File: src/rtl/siren_pkg.sv
// siren_pkg: shared states, divider width default and request priority encoder
package siren_pkg;
  typedef enum logic [1:0] {IDLE = 2'd0, PLAY = 2'd1, GAP = 2'd2} state_t;
  localparam int DIV_W_DEF = 16;
  typedef struct packed {
    logic       vld;
    logic [2:0] idx;
  } pick_t;
  // lowest set index wins; vld low when nothing requests
  function automatic pick_t pri_enc(input logic [7:0] r);
    pick_t p;
    p = '0;
    for (int i = 7; i >= 0; i--) if (r[i]) p = '{vld: 1'b1, idx: 3'(i)};
    return p;
  endfunction
endpackage

File: src/rtl/siren_tone_arbiter_tone_divider.sv
// tone_divider: half-period counter that toggles the speaker on each reload
module tone_divider
  import siren_pkg::*;
#(
  parameter int DIV_W = DIV_W_DEF
) (
  input  logic             osc_CLK,
  input  logic             rst_n,
  input  logic             run,
  input  logic             load,
  input  logic [DIV_W-1:0] load_val,
  input  logic [DIV_W-1:0] div_val,
  input  logic             mute,
  output logic             tone
);
  logic [DIV_W-1:0] div_cnt;
  // count down to zero, reload from the live divider and toggle unless muted; silent when not running
  always_ff @(posedge osc_CLK or negedge rst_n)
    if (!rst_n) begin
      div_cnt <= '0;
      tone    <= 1'b0;
    end else if (load) begin
      div_cnt <= load_val;
      tone    <= 1'b0;
    end else if (run) begin
      div_cnt <= (div_cnt == '0) ? div_val : div_cnt - 1'b1;
      if (div_cnt == '0 && !mute) tone <= ~tone;
    end else
      tone <= 1'b0;
endmodule

File: src/rtl/siren_tone_arbiter.sv
// siren_tone_arbiter: fixed-priority owner of the shared tone divider and speaker pin
module siren_tone_arbiter
  import siren_pkg::*;
#(
  parameter int N_REQ      = 4,
  parameter int DIV_W      = DIV_W_DEF,
  parameter int MIN_HOLD   = 65536,
  parameter int GAP_CYCLES = 4096
) (
  input  logic                   osc_CLK,
  input  logic                   rst_n,
  input  logic [N_REQ-1:0]       req,
  input  logic [N_REQ*DIV_W-1:0] div_in,
  input  logic                   mute,
  output logic [N_REQ-1:0]       grant,
  output logic                   busy,
  output logic                   pin20
);
  localparam int OW = $clog2(N_REQ);
  localparam int HW = $clog2(MIN_HOLD + 1);
  localparam int GW = (GAP_CYCLES > 1) ? $clog2(GAP_CYCLES) : 1;
  state_t           state, state_nxt;
  logic [OW-1:0]    owner, owner_nxt;
  logic [N_REQ-1:0] grant_nxt;
  logic [HW-1:0]    hold_cnt, hold_nxt;
  logic [GW-1:0]    gap_cnt, gap_nxt;
  logic             load, run, leave;
  pick_t            pick;
  assign pick  = pri_enc(8'(req));
  assign leave = (hold_cnt == HW'(MIN_HOLD)) &&
                 (!req[owner] || |(req & ~({N_REQ{1'b1}} << owner)));
  assign busy  = (state != IDLE);
  // arbitration, hold/gap counting and grant selection
  always_comb begin
    state_nxt = state;
    owner_nxt = owner;
    grant_nxt = grant;
    hold_nxt  = hold_cnt;
    gap_nxt   = gap_cnt;
    load      = 1'b0;
    run       = 1'b0;
    case (state)
      IDLE:
        if (pick.vld) begin
          state_nxt = PLAY;
          owner_nxt = OW'(pick.idx);
          grant_nxt = N_REQ'(1) << pick.idx;
          hold_nxt  = '0;
          load      = 1'b1;
        end
      PLAY:
        if (leave) begin
          state_nxt = GAP;
          grant_nxt = '0;
          gap_nxt   = '0;
        end else begin
          run      = 1'b1;
          hold_nxt = (hold_cnt == HW'(MIN_HOLD)) ? hold_cnt : hold_cnt + 1'b1;
        end
      GAP: begin
        gap_nxt = gap_cnt + 1'b1;
        if (gap_cnt == GW'(GAP_CYCLES - 1)) state_nxt = IDLE;
      end
      default: state_nxt = IDLE;
    endcase
  end
  // state and bookkeeping registers
  always_ff @(posedge osc_CLK or negedge rst_n)
    if (!rst_n) begin
      state    <= IDLE;
      owner    <= '0;
      grant    <= '0;
      hold_cnt <= '0;
      gap_cnt  <= '0;
    end else begin
      state    <= state_nxt;
      owner    <= owner_nxt;
      grant    <= grant_nxt;
      hold_cnt <= hold_nxt;
      gap_cnt  <= gap_nxt;
    end
  tone_divider #(.DIV_W(DIV_W)) u_div (
    .osc_CLK (osc_CLK),
    .rst_n   (rst_n),
    .run     (run),
    .load    (load),
    .load_val(div_in[pick.idx*DIV_W +: DIV_W]),
    .div_val (div_in[owner*DIV_W +: DIV_W]),
    .mute    (mute),
    .tone    (pin20)
  );
endmodule

File: config.mk
export PLATFORM = sky130hd
export DESIGN_NAME = siren_tone_arbiter
export DESIGN_NICKNAME = d
export VERILOG_FILES = /design/src/rtl/siren_pkg.sv /design/src/rtl/siren_tone_arbiter_tone_divider.sv /design/src/rtl/siren_tone_arbiter.sv
export SDC_FILE = /design/constraint.sdc
export NUM_CORES = 1
export LEC_CHECK = 0
export CAP_MARGIN = 0
export CORE_MARGIN = 3
export CORE_UTILIZATION = 48
export DETAILED_ROUTE_END_ITERATION = 7
export GPL_TIMING_DRIVEN = 0
export PLACE_DENSITY = 0.85
export SYNTH_ARGS = -nofsm -noshare
export SYNTH_HDL_FRONTEND = slang
export SYNTH_SLANG_ARGS = --single-unit
File: constraint.sdc
create_clock -name osc_CLK -period 2.4 [get_ports osc_CLK]
set_clock_uncertainty 0.2 [all_clocks]
set_input_delay 0.24 -clock osc_CLK [delete_from_list [all_inputs] [get_ports osc_CLK]]
set_output_delay 0.24 -clock osc_CLK [all_outputs]
set_load 0.005 [all_outputs]
==> metrics, run 1 <==
first-pass GRT wire length 20.5 mm; Synth area leaders dfrtp_1, mux4_2, nor2_1; Startpoint Class flop; CTS sink count 54; Leakage 2.11 nW; share of synthesized registers carrying an async set or reset 100%; Yosys reg bits 54; drt wl/cell 20.9 um; Vias/cell around 6.6; # DRC 0; IO Pins slightly below 80; GRT overflow 0; initial core utilization 50.7%; failing checks setup timing; Net Count, Synth 504; CP Class reg -> reg; Post-synth EDFFs 0; most frequent cell after synthesis dfrtp_1; Max Cap Viol 0; Post-Route Utilization 68.1%; Netlist cell types 78; Rel. slew slack 60.5%; yosys warns 0; cell taking the most area after synthesis dfrtp_1; FMAX 415 MHz; Post-DP HPWL around 9.0 mm; largest net degree at the start of global routing 33; Mapped Cells 428; setup ws final -0.00855 ns; antenna viol nets, final 0; Final Hold Fails 0; GRT Total Usage 26.4%; RePlAce Congestion about 0.95; Die Area ~0.0095 mm2; Via Count 4192; RSZ-0062 raised after global routing yes; die width 97.5 um; Commonest cells post-synth dfrtp_1, nor2_1, nand2_1; total CTS buffers 5; TritonCTS clock tree yes; First DRT Iteration DRCs 438; WL final 13.3 mm; vias in the first global route roughly 4100; data arrival time of the critical path 2.41 ns; Worst Tran Pin Value about 0.6 ns; Rows 32; core area 0.00793 mm2; Slew Viols, Final 0; initial antenna violation count 0; Die Y 97.5 um; number of nets in the layout a little over 600; VDD IR-drop max 0.000275 V; CP Max Fanout 3; Reg clk slew, reported paths approximately 0.1 ns; CTS root buffer clkbuf_8; CP required 2.40 ns; Min-Delay Path Class in -> reg; drt pass-1 iters 5; H-tree Lvls 2; CP Capture Type flop; sequential share of the synthesized area 33.6%; fin crit period 2.41 ns; # setup viols final 1; Pwr Density 349 mW/mm2; DP Worst Slack -0.688 ns; Worst-Skew Late Latency 0.32 ns; Cell Area, Synth a little over 0.004 mm2; top cell type's share of synthesized area between 30% and 40%; syn avg cell area 9.40 um2; layout cells sized above 1 22.5%; Clock Tree Buf Depth 2; top_reg_cell synth dfrtp_1; buffers added on ports 75; status finished with violations; fin crit share 100%; P&R area growth vs syn 34.2%; WHS 0.157 ns; # diodes 0
==> critical path: stages (launching register included) <==
cell,delay [ns]
dfrtp_1,0.42
inv_2,0.10
ha_4,0.16
nor3b_4,0.23
nand2_2,0.12
or4_4,0.44
xor2_1,0.17
a21oi_1,0.10
a221o_1,0.34
==> placed cells by master (no fill, tap or decap), types with 4 or more instances in the layout <==
master / n
inv_2: 4
xnor2_1: 12
inv_1: 14
mux2_2: 12
nand3_1: 19
clkbuf_2: 6
a22oi_1: 4
nand2_1: 39
a31oi_1: 8
clkdlybuf4s50_1: 71
o211ai_1: 6
a21oi_1: 16
xor2_1: 9
buf_4: 18
mux4_2: 15
clkbuf_8: 5
o21ai_0: 23
a221o_1: 7
buf_6: 11
dfrtp_1: 53
or3_1: 5
nor2_1: 45
nor3_1: 7
a222oi_1: 9
==> final cells by class <==
cell class              count  area [um2]
clock buffers               5        68.8
inverters                  18        67.6
multi-input cells         333        2640
flip-flops and latches     54        1350
plain buffers              22         163
well taps                 102         128
clock inverters             2        13.8
fillers                   601        2530
repair buffers             99         967
==> timing repair <==
action / 4_1_cts / 5_1_grt
endpoints found under the hold margin: 22 / 0
buffers inserted: 3 / 18
pin swaps: 5 / 16
setup endpoints to repair: 31 / 35
hold buffers: 1 / 0
resized for setup: 20 / 44
gates cloned: 0 / 1
==> cells by family (layout without fill, tap and decap cells) <==
family,Yosys count,in the layout,share of synthesized area (%)
multiplexers,31,31,13.1
flip-flops,54,54,33.6
AO/OA/AOI/OAI,111,111,20.0
AND/OR/NAND/NOR,165,165,22.3
XOR/XNOR,21,21,4.57
buffers and inverters,41,146,4.82
adder cells (fa/ha/maj),5,5,1.56
==> report_power, final <==
group / switching [mW] / internal, mW / total [mW]
sequential: 0.0464 / 0.931 / 0.977
clock: 0.308 / 0.202 / 0.511
combinational: 0.161 / 0.233 / 0.394
total: 0.516 / 1.37 / 1.88
==> flip-flops by register name (all words and copies together), names as in the netlist <==
name	count
hold_cnt	17
u_div.div_cnt	16
gap_cnt	12
grant	4
owner	2
state	2
u_div.tone	1
==> per-layer routing <==
| metal | global-route usage, % | routed length, um | vias to the layer above |
|---|---|---|---|
| met2 | 43.8 | 6460 | 259 |
| met5 | 0 | 0 | - |
| met3 | 4.95 | 1040 | 62 |
| li1 | - | - | 1831 |
| met1 | 33.9 | 5200 | 2040 |
| met4 | 11.0 | 591 | 0 |
==> metrics by stage <==
stage | setup TNS [ns] | cell area [um2] | instances | power, mW
global placement | -54.07 | 4900 | 605 | 1.32
floorplan | 0 | 4020 | 428 | 1.14
detailed placement | -11.33 | 4910 | 606 | 1.34
finish | -0.00855 | 5400 | 635 | 1.88
global route | -0.253 | 5400 | 635 | 1.97
CTS | -0.103 | 5110 | 617 | 1.85
==> path summary, 6_finish.rpt <==
kind / startpoint / endpoint / slack [ns] / depth (start not counted)
worst max-delay path: u_div.div_cnt[0] / u_div.div_cnt[10] / -0.009 / 8
worst min-delay path: req[0] / grant[0] / 0.16 / 2
worst min register to register: gap_cnt[11] / gap_cnt[11] / 0.29 / 1
max in group asynchronous: rst_n / u_div.div_cnt[9] / 1.16 / 3
min in group asynchronous: rst_n / hold_cnt[9] / 0.25 / 2
worst max register to register: u_div.div_cnt[0] / u_div.div_cnt[10] / -0.009 / 8
Note: power is estimated with default switching activity, not from simulation.
==> run 2, diff against run 1 <==
Clock period 2.4 ns to 2.2 ns, I/O delays scaled along.
==> run 2 against run 1 <==
Against the previous run:
- the run still ends with setup timing left
- maximum frequency up 2.4%
- flip-flop and latch count unchanged
- count of clock-buffer cells in the layout unchanged
- sequential power up 8%
- register-to-register slack worse by 0.14 ns
- first-iteration DRC count up 27%
- critical path type unchanged
- largest power group unchanged
==> metrics, run 2 (same netlist as run 1, synthesis figures left out) <==
R2R setup slack -0.15 ns (-0.14 ns); drt pass-1 iters 6 (+1); Switch Pwr 580 uW (+12%); Post-DP HPWL 8.90 mm (-1.6%); Reg-to-Reg Start hold_cnt[1]; FMAX 425 MHz (+2.4%); Startpoint Class flop; Rows 32 (unchanged); setup ws final -0.153 ns (-0.144 ns); Leakage 2.15 nW (+2.3%); GRT Total Usage 27.7% (+1.2 points); Top Registers hold_cnt: 17 flops, u_div.div_cnt: 16 flops, gap_cnt: 12 flops; H-tree Lvls 2 (unchanged); WL final 13.9 mm (+4.8%); Largest Register hold_cnt; number of nets in the layout 615 (+0.99%); CP Capture Type flop; commonest non-fill, non-tap cell in the layout clkdlybuf4s50_1; combinational group share of total power 19.6% (-1.3 points); Final Hold Fails 0 (unchanged); core area 0.00793 mm2 (unchanged); Hold Path Cell Cnt 2 (unchanged); IO Pins 77 (unchanged); Via Count 4255 (+1.5%); reg-to-reg endpoint u_div.div_cnt[1]; VDD IR-drop max 0.000308 V (+12%); failing checks setup timing; layout cells sized above 1 28.1% (+5.6 points); CP Class reg -> reg; antenna viol nets, final 0 (unchanged); Die Y 97.5 um (unchanged); Pwr Density 391 mW/mm2 (+12%); Rel. slew slack 55.6% (-4.9 points); vias in the first global route 4191 (+1.4%); # diodes 0 (unchanged); RePlAce Congestion 0.923 (-2.5%); commonest non-fill, non-tap cells in the layout clkdlybuf4s50_1, dfrtp_1, nor2_1; buffers added on ports 75 (unchanged); total CTS buffers 5 (unchanged); CP Max Fanout 7 (+4); first-pass GRT wire length 21.5 mm (+4.9%); Worst Tran Pin Value 0.662 ns (+0.0733 ns); initial antenna violation count 0 (unchanged); WHS 0.149 ns (-0.00859 ns); Vias/cell 6.63 (+0.40%); PnR Total Power 2.19 mW (+16%); CTS root buffer clkbuf_8; Clock Tree Buf Depth 2 (unchanged); Seq pwr share 48.6% (-3.3 points); CP required 2.17 ns (-0.23 ns); Die Area 0.00951 mm2 (unchanged); GRT overflow 0 (unchanged); data arrival time of the critical path 2.32 ns (-0.09 ns); P_int 1.61 mW (+18%); CTS sink count 54 (unchanged); Reg clk slew, reported paths 0.10 ns (about the same); status finished with violations; sequential cell area 0.00135 mm2 (about the same); # setup viols final 37 (+36); hold_sp req[0]; RSZ-0062 raised after global routing yes; # DRC 0 (unchanged); largest net degree at the start of global routing 33 (unchanged); drt wl/cell 21.7 um (+3.7%); fin crit period 2.35 ns (-0.0557 ns); Slew Viols, Final 0 (unchanged); P&R area growth vs syn 39.5%; TritonCTS clock tree yes; Multi-input gate area 0.00279 mm2 (+5.7%); Min-Delay Endpoint grant[0]; Switching Fraction 26.5% (-0.96 points); Max Cap Viol 0 (unchanged); Worst-Skew Late Latency 0.31 ns (about the same); fin crit share 107% (+6.6 points); path depth of the worst reg2reg path 11 (+3); initial core utilization 50.7% (unchanged); fill count 560 (-6.8%); die width 97.5 um (unchanged); clock power share 31.8% (+4.7 points); max reg flops 17 (unchanged); First DRT Iteration DRCs 557 (+27%); Min-Delay Path Class in -> reg
-- run 2: cell count changes in the layout (fill, tap and decap cells not counted), moves of 3 or more --
cell	before	now
buf_4	18	29
nand3_2	0	4
dlygate4sd2_1	0	3
clkbuf_4	3	0
o21ai_0	23	19
a21oi_1	16	13
dlymetal6s2s_1	3	0
nand3_1	19	15
-- run 2: final cells by class --
class	count	area share, %
Multi-Input combinational cell	333	49.7
Sequential cell	54	24.1
Timing Repair Buffer	105	17.7
Buffer	22	2.94
Tap cell	102	2.27
Clock buffer	5	1.23
Inverter	18	1.20
Clock inverter	3	0.847
-- run 2: layer usage --
metal | global-route usage, % | vias to the layer above | wire (um)
met2 | 45.4 | 252 | 6980
met4 | 10.6 | 0 | 383
met3 | 4.16 | 43 | 1220
met5 | 0 | - | 0
li1 | - | 1840 | -
met1 | 36.8 | 2120 | 5350
-- run 2: timing repair --
item / in CTS / in global routing
cloned: 1 / 0
hold buffers: 1 / 0
buffers inserted: 23 / 4
gates resized for setup: 55 / 38
pin swaps: 21 / 16
endpoints found under the hold margin: 22 / 0
endpoints found under the setup margin: 45 / 44
-- run 2: worst max-delay path by stage --
stage | start | to | depth (start not counted)
after floorplan | u_div.div_cnt[0] | u_div.div_cnt[10] | 8
after global placement | rst_n | gap_cnt[7] | 1
after detailed placement | req[1] | u_div.div_cnt[11] | 9
after CTS | hold_cnt[1] | u_div.div_cnt[1] | 11
after global routing | hold_cnt[0] | hold_cnt[8] | 10
final | hold_cnt[1] | u_div.div_cnt[1] | 11
-- run 2: per-stage QoR --
stage,util (%),std cells,cell area (um2),TNS [ns],setup WS [ns]
after floorplan,-,428,4030,-0.0581,-0.0581
after global placement,61.9,605,4900,-73.57,-0.994
after detailed placement,62.1,606,4920,-22.52,-0.896
after CTS,68.2,638,5400,-0.456,-0.0571
after global routing,70.8,642,5610,-5.53,-0.243
final,70.8,642,5610,-2.28,-0.153
-- run 2: power by group through the flow --
stage / registers (mW) / clock network [mW] / logic (mW)
after floorplan: 1.07 / 0 / 0.178
after global placement: 1.07 / 0 / 0.371
after detailed placement: 1.08 / 0 / 0.383
after CTS: 1.06 / 0.701 / 0.416
after global routing: 1.07 / 0.747 / 0.456
final: 1.06 / 0.697 / 0.430
-- run 2: critical path, cell delays in order (launching register included) --
cell	delay (ns)
dfrtp_1	0.40
inv_2	0.09
ha_4	0.14
nor4b_4	0.21
nand4_1	0.18
buf_4	0.19
a211oi_4	0.17
buf_6	0.16
nor2_4	0.07
buf_6	0.15
o211ai_1	0.09
o221ai_1	0.16
